==> config.mk <==
export PLATFORM = sky130hd
export DESIGN_NAME = pim_input_buffer
export DESIGN_NICKNAME = d
export VERILOG_FILES = /design/src/rtl/pim_input_buffer.sv
export SDC_FILE = /design/constraint.sdc
export NUM_CORES = 2
export LEC_CHECK = 0
export CORE_ASPECT_RATIO = 0.7
export CORE_MARGIN = 2
export CORE_UTILIZATION = 45
export CTS_CLUSTER_SIZE = 25
export DETAILED_ROUTE_END_ITERATION = 7
export DONT_BUFFER_PORTS = 1
export MAX_ROUTING_LAYER = met4
export PLACE_DENSITY = 0.58
export SYNTH_ARGS = -nofsm -noshare
export SYNTH_HDL_FRONTEND = slang
export SYNTH_SLANG_ARGS = --single-unit
==> constraint.sdc <==
create_clock -name clk_i -period 3 [get_ports clk_i]
set_clock_uncertainty 0.05 [all_clocks]
set_input_delay 0.75 -clock clk_i [delete_from_list [all_inputs] [get_ports clk_i]]
set_output_delay 0.75 -clock clk_i [all_outputs]
set_load 0.02 [all_outputs]
==> src/rtl/pim_input_buffer.sv <==
// Host-to-PIM staging buffer: packs 32-bit host words into 1024-bit rows
// across two ping-pong banks and hands complete rows out via valid/ready.
module pim_input_buffer #(
  parameter int WORD_W    = 32,
  parameter int ROW_W     = 1024,
  parameter int ROW_BYTES = 128
) (
  input  logic              clk_i,
  input  logic              rst_ni,
  input  logic              clear_i,
  input  logic [WORD_W-1:0] data_i,
  input  logic              data_valid_i,
  output logic              data_ready_o,
  output logic [ROW_W-1:0]  row_o,
  output logic              row_valid_o,
  input  logic              row_ready_i,
  output logic [6:0]        words_o
);

  localparam int WPR = ROW_BYTES / 4;

  // Each bank holds its words already byte-swapped so that byte 0 of the
  // bank lands in the most significant byte of the row.
  logic [WORD_W-1:0] r_mem [2][WPR];
  logic [5:0]        r_wr_ptr;
  logic              r_rd_bank;
  logic [1:0]        r_full;
  logic [6:0]        r_words;

  logic              w_wr;
  logic              w_rd;
  logic [ROW_W-1:0]  w_row;

  function automatic logic [WORD_W-1:0] f_bswap(input logic [WORD_W-1:0] d);
    return {d[7:0], d[15:8], d[23:16], d[31:24]};
  endfunction

  assign data_ready_o = ~r_full[r_wr_ptr[5]];
  assign row_valid_o  = r_full[r_rd_bank];
  assign words_o      = r_words;

  // clear_i wins over both handshakes
  assign w_wr = data_valid_i & data_ready_o & ~clear_i;
  assign w_rd = row_valid_o & row_ready_i & ~clear_i;

  always_ff @(posedge clk_i or negedge rst_ni) begin
    if (!rst_ni) begin
      r_wr_ptr  <= '0;
      r_rd_bank <= 1'b0;
      r_full    <= 2'b00;
      r_words   <= '0;
    end else if (clear_i) begin
      r_wr_ptr  <= '0;
      r_rd_bank <= 1'b0;
      r_full    <= 2'b00;
      r_words   <= '0;
    end else begin
      if (w_wr) begin
        r_wr_ptr <= r_wr_ptr + 6'd1;
        if (r_wr_ptr[4:0] == 5'd31) r_full[r_wr_ptr[5]] <= 1'b1;
      end
      // A bank being filled is never the bank being popped, so the two
      // flag updates always touch different bits.
      if (w_rd) begin
        r_full[r_rd_bank] <= 1'b0;
        r_rd_bank         <= ~r_rd_bank;
      end
      r_words <= r_words + {6'd0, w_wr} - (w_rd ? 7'd32 : 7'd0);
    end
  end

  always_ff @(posedge clk_i or negedge rst_ni) begin
    if (!rst_ni) begin
      for (int b = 0; b < 2; b++) begin
        for (int w = 0; w < WPR; w++) begin
          r_mem[b][w] <= '0;
        end
      end
    end else if (w_wr) begin
      r_mem[r_wr_ptr[5]][r_wr_ptr[4:0]] <= f_bswap(data_i);
    end
  end

  always_comb begin
    w_row = '0;
    if (row_valid_o) begin
      for (int w = 0; w < WPR; w++) begin
        w_row[ROW_W-1-WORD_W*w -: WORD_W] = r_mem[r_rd_bank][w];
      end
    end
  end

  assign row_o = w_row;

endmodule
* Word-level counts from Yosys, hierarchy flattened
Index checks and enable logic that the tools add are counted.
** Cells by class
- $add $sub $neg :: 3
- Order comparisons :: 9
- Equality and inequality tests :: 1
- Muxes and demuxes :: 28
- Bitwise logic cells :: 13
- Reduce and logical (&&, ||, !) cells :: 6
** Operators by type and width (number)
- 1024-bit 2-to-1 mux :: 5
- 2048-bit bitwise mux :: 1
- 1024-bit demux with 1-bit select :: 1
- 32-bit demux with 5-bit select :: 1
- 32-bit 2-to-1 mux :: 1
- 6-bit 2-to-1 mux :: 3
- 2-bit 2-to-1 mux :: 5
- 1-bit 2-to-1 mux :: 8
- 7-bit by 1-bit adder with 7-bit output :: 1
- 7-bit 2-to-1 mux :: 1
- 7-bit by 6-bit subtractor with 7-bit output :: 1
- 6-bit by 1-bit adder with 6-bit output, second input constant :: 1
- 6-bit >= comparator, second input constant :: 1
- 6-bit by 1-bit < comparator with 1-bit output, second input constant :: 1
- 5-bit NOT with 6-bit output :: 1
- 5-bit equality test, second input constant :: 1
- 1-bit AND :: 4
- 2-bit >= comparator, second input constant :: 2
- 1-bit logical AND :: 4
- 1-bit by 2-bit < comparator with 1-bit output, second input constant :: 2
- 1-bit NOT with 2-bit output :: 2
- 2-bit nonzero test :: 2
- 1-bit NOT :: 3
- 2-bit AND :: 1
- 5 further kinds :: 7
** Word-level totals
- Register bits after elaboration :: 2064
- Input port bits :: 37
- Output and inout port bits :: 1033
- Word-level logic and storage cells :: 128

* Depth between registers and ports, before layout
- Word-level depth :: 11
- Gate-level depth with buffers :: 12
- Gate-level depth less buffers :: 9

* Worst setup path before layout
No wires, ideal clock.
- Path kind :: register -> register
- Start point :: register r_rd_bank
- End point :: register r_words[6] (netlist: words_o[6])
- Setup time :: 0.125 ns
- Arrival :: 2.688 ns
- Data required time :: 2.825 ns
- Slack :: 0.137 ns
- Cell stages (with the launch flop) :: 13
- Path buffers :: 3
- Clock period less this slack :: 2.863 ns
- Cells stage by stage :: dfrtp_1 -> clkbuf_1 -> nand2_1 -> o21a_1 -> clkbuf_1 -> clkbuf_1 -> inv_1 -> nand3b_1 -> ha_1 -> ha_1 -> and3_1 -> a221oi_1 -> mux2_2
** On the way
- Longest elaborated chain between the ends :: 7
** RTL lines
- start: declaration :: line 26 : logic r_rd_bank;
- start signal: assignment :: line 66 : r_rd_bank <= ~r_rd_bank;
- 1-bit 2-to-1 mux (implied by the code) (2 in a row) :: line 39 : assign row_valid_o = r_full[r_rd_bank];
- named net row_valid_o :: line 15 : output logic row_valid_o,
- 1-bit AND (2 in a row) :: line 44 : assign w_rd = row_valid_o & row_ready_i & ~clear_i;
- 6-bit 2-to-1 mux :: line 68 : r_words <= r_words + {6'd0, w_wr} - (w_rd ? 7'd32 : 7'd0);
- 7-bit by 6-bit subtractor with 7-bit output :: line 68
- 7-bit 2-to-1 mux :: line 52 : end else if (clear_i) begin
- end signal: assignment :: line 68
- end: declaration :: line 28 : logic [6:0] r_words;
The timed path passes the listed nets, and every way through them passes these cells. The select of a mux whose other input is x is not followed.
A chain may end at the register's enable or synchronous reset.

* Worst setup path in the final report
- Start point :: register r_rd_bank
- End point :: output port row_o[998]
** On the way
- Longest elaborated chain between the ends :: 5
- Elaborated cells between the ends (all ways) :: 7
- Those cells by class :: mux (6); bitwise (1)
** RTL lines
- 1-bit NOT with 2-bit output (implied by the code) :: line 88 : w_row[ROW_W-1-WORD_W*w -: WORD_W] = r_mem[r_rd_bank][w];
- 1024-bit 2-to-1 mux (3 in a row)
- 1024-bit 2-to-1 mux (*) :: line 86 : if (row_valid_o) begin
- end: declaration :: line 14 : output logic [ROW_W-1:0] row_o,
Mark *: on every way between the ends. The rest lies on a longest branch, timed or not. The select of a mux whose other input is x is not followed.

==> Flow_metrics.wiki <==
{| class="wikitable"
! Metric !! Value
|-
| Part of the power in combinational logic || 0.038
|-
| Mapped Cells || between 6000 and 7000
|-
| Period minus WS final || approximately 3.5 ns
|-
| Total net switching power || roughly 13 mW
|-
| Most repeated cell in the gate-level netlist after synthesis || dfrtp_1
|-
| Number of filler instances in the final layout || between 15000 and 20000
|-
| Share of synthesized area occupied by flip-flops and latches || 0.554
|-
| Effective utilization at floorplan || 0.454
|-
| Count of cell types in the netlist || 42
|-
| Largest fanout of any net on the critical path || 42
|-
| Worst EP arrival || approximately 2.7 ns
|-
| Syn Nets || 7042
|-
| Number of global-route vias before repair || 61100
|-
| Fraction of power spent switching nets || 0.223
|-
| Global-route wire length before repair || 443 mm
|-
| Max IR drop VDD || 0.438 mV
|-
| Main synth FF type || dfrtp_1
|-
| Routed length per placed instance || between 20 and 30 µm
|-
| Sum of met3 wire segment lengths after detailed routing || 17.2 mm
|-
| Maximum number of buffers from clock root to sink || 4
|-
| Number of synthesized flops with an enable pin || 0
|-
| Antenna violations before repair || 28
|-
| H-tree levels || 4
|-
| Static leakage power || about 53 nW
|-
| Number of top-level pins || 1070
|-
| Area of the core || between 0.2 and 0.25 mm²
|-
| Maximum number of pins on one net before global-route repair || 230
|-
| Fraction of synthesized cell area taken by the top area cell type || 0.554
|-
| Layout area overhead || 24.0%
|-
| Slew HR || 0.210
|-
| Final critical-path setup slack || -0.507 ns
|-
| GRT Resource Usage Total || 0.298
|-
| Die Area || between 0.2 and 0.25 mm²
|-
| Hold Vio Cnt, Final || between 100 and 150
|-
| Residual DRC count || 0
|-
| IO buf count || 0
|-
| Worst setup path class || reg2out
|-
| Library cell with the largest summed area after synthesis || dfrtp_1
|-
| Routed WL || around 320 mm
|-
| Die boundary height || between 300 and 400 µm
|-
| Proportion of layout cells with a drive suffix above 1 || 0.471
|-
| Per-cell via count in the routed design || approximately 5.7
|-
| Detailed Route Iter0 Violations || 4686
|-
| Post-detailed-placement half-perimeter wirelength || about 180 mm
|-
| Share of the clock period used by the worst path || 1.17
|-
| Final design utilization || 0.563
|-
| Clock insertion delay at the later pin of the skew report || 0.79 ns
|-
| Required time of the worst setup path || roughly 2.2 ns
|-
| Post-synthesis sequential element count || around 2100
|-
| Endpoint type of the worst setup path || output port
|-
| Total power density per cell area || approximately 490 mW/mm²
|-
| Reg2Reg Setup Slack || -0.03 ns
|-
| Cell types with the highest counts after synthesis || dfrtp_1, mux2_2, nor2_1
|-
| Mean instance size in the synthesized netlist || between 10 and 15 µm²
|-
| Routed Antenna Nets || 0
|-
| Global route overflow || 0
|-
| Clock group share of total power || 0.461
|-
| Count of clock tree sinks || between 2000 and 2500
|-
| First-pass iteration count of the detailed router || 5
|-
| TritonCTS clock tree || yes
|-
| Count of nets after finishing || 7926
|-
| Sum of routed wire segments on met1 || 142 mm
|-
| Status || complete, but fails checks
|-
| FF-to-FF path depth || 11
|-
| Main area contributors after synthesis || dfrtp_1, mux2_2, mux2i_1
|-
| Die width || approximately 550 µm
|-
| Final count of negative-setup-slack endpoints || between 1000 and 1500
|-
| Maxcap violations || 0
|-
| Synth async-reset ratio || 1.00
|-
| Clk slew on worst S/H paths || ~0.06 ns
|-
| Detailed route wirelength on metal2 || about 150 mm
|-
| Transition time at the pin with the least slew margin || about 1.2 ns
|-
| Sequential power share || 0.500
|-
| Top routing layer in use || met4
|-
| Type of the tightest min-delay check || in2async
|-
| Clock root buffer master || clkbuf_16
|-
| Cell-internal power || approximately 44 mW
|-
| Number of buffers created by CTS || between 200 and 250
|-
| Fmax || 285 MHz
|-
| Number of warnings reported in the yosys synthesis log || 0
|-
| Routability-driven placement congestion ratio || 0.823
|-
| Unrepaired setup endpoints after global routing || yes
|-
| Worst slack at placement || -2.57 ns
|-
| Overall via count from detail_route || around 61000
|-
| Worst hold slack || -0.226 ns
|-
| Final Max Slew Viols || 0
|-
| FP Rows || approximately 140
|-
| Total standard cell area after synthesis || slightly above 0.09 mm²
|-
| Violated checks || hold timing, setup timing
|-
| Startpoint type of the worst setup path || register
|}
[layer usage]
metal,track usage,vias up
met5,-,-
met4,0.117,0
met3,0.0404,526
met2,0.456,1918
met1,0.404,33100
li1,-,25900
[cells in the final DEF, fill, tap and decap left out, types with 6 or more instances in the layout]
master	count
a21oi_1	6
buf_12	112
buf_16	56
buf_4	1030
buf_6	36
buf_8	6
bufbuf_16	8
bufinv_16	11
clkbuf_1	56
clkbuf_16	248
clkbuf_8	59
clkinv_2	27
dfrtp_1	2063
diode_2	25
dlygate4sd3_1	55
ha_1	14
inv_1	11
mux2_1	143
mux2_2	1910
mux2i_1	956
mux2i_2	51
mux2i_4	17
nor2_1	900
nor2_2	109
nor2_4	24
nor3_4	58
[cell type report]
cell class,instances,area (µm²),area share
Clock buffer,325,6280,0.0543
Inverter,11,41.3,0.000357
Multi-Input combinational cell,4250,39700,0.344
Clock inverter,47,563,0.00487
Sequential cell,2064,51700,0.447
Antenna cell,25,62.6,0.000541
Timing Repair Buffer,1341,13800,0.119
Tap cell,2749,3440,0.0298
[critical path, stage by stage, from the launching register on]
cell	delay, ns
dfrtp_4	0.45
buf_12	0.12
buf_16	0.29
buf_16	0.28
mux2i_1	0.41
nor2_1	0.09
buf_4	0.17
[logic make-up after synthesis]
kind of cell | count (synthesis) | synth area share
and+or+nand+nor | 1135 | 0.0516
DFF | 2064 | 0.554
AOI/OAI and AO/OA | 21 | 0.00146
xor gates and xnor gates | 3 | 0.000282
muxes | 3077 | 0.358
buffers and inverters | 677 | 0.0321
adders and majority gates | 14 | 0.00188
[state kept, by name (all words and copies together) (netlist names)]
signal / flops
r_full: 2
r_mem: 2048
r_rd_bank: 1
r_wr_ptr: 6
words_o: 7
[power by group through the flow]
stage | clock network [mW] | logic [mW] | registers (mW)
final | 26.4 | 2.19 | 28.6
after global routing | 28.0 | 2.41 | 28.6
after CTS | 26.8 | 2.19 | 28.6
after detailed placement | 0 | 1.68 | 29.1
after global placement | 0 | 1.63 | 29.1
after floorplan | 0 | 1.14 | 29.0
[worst paths after layout]
kind                        startpoint          end
setup reg to reg             r_rd_bank   words_o[6]
hold reg to reg            r_mem[1698]  r_mem[1698]
hold / removal                  rst_ni   r_mem[241]
max in group asynchronous       rst_ni  r_mem[1801]
setup / recovery             r_rd_bank   row_o[998]
min in group clk_i           data_i[4]  r_mem[1980]
[through the flow]
stage | instances | hold WS, ns | TNS, ns | total power [mW] | cell area, µm²
2_1_floorplan | 6991 | 0.404 | 0 | 30.2 | 93200
3_3_place_gp | 10200 | 0.411 | -1396.74 | 30.7 | 104000
4_1_cts | 10700 | -0.249 | -548.66 | 57.6 | 113000
6_report | 10800 | -0.226 | -333.93 | 57.2 | 116000
3_5_place_dp | 10200 | 0.410 | -1540.27 | 30.8 | 104000
5_1_grt | 10800 | -0.193 | -510.16 | 59.1 | 115000
[timing repair]
| action | 4_1_cts | 5_1_grt |
|---|---|---|
| pin swaps | 1 | 11 |
| endpoints found under the hold margin | 914 | 123 |
| hold buffers | 70 | 1 |
| setup endpoints to repair | 1686 | 1585 |
| gates resized for setup | 149 | 219 |
| gates cloned | 22 | 45 |
| buffers inserted | 14 | 35 |
Power figures use the tool's default switching activity.
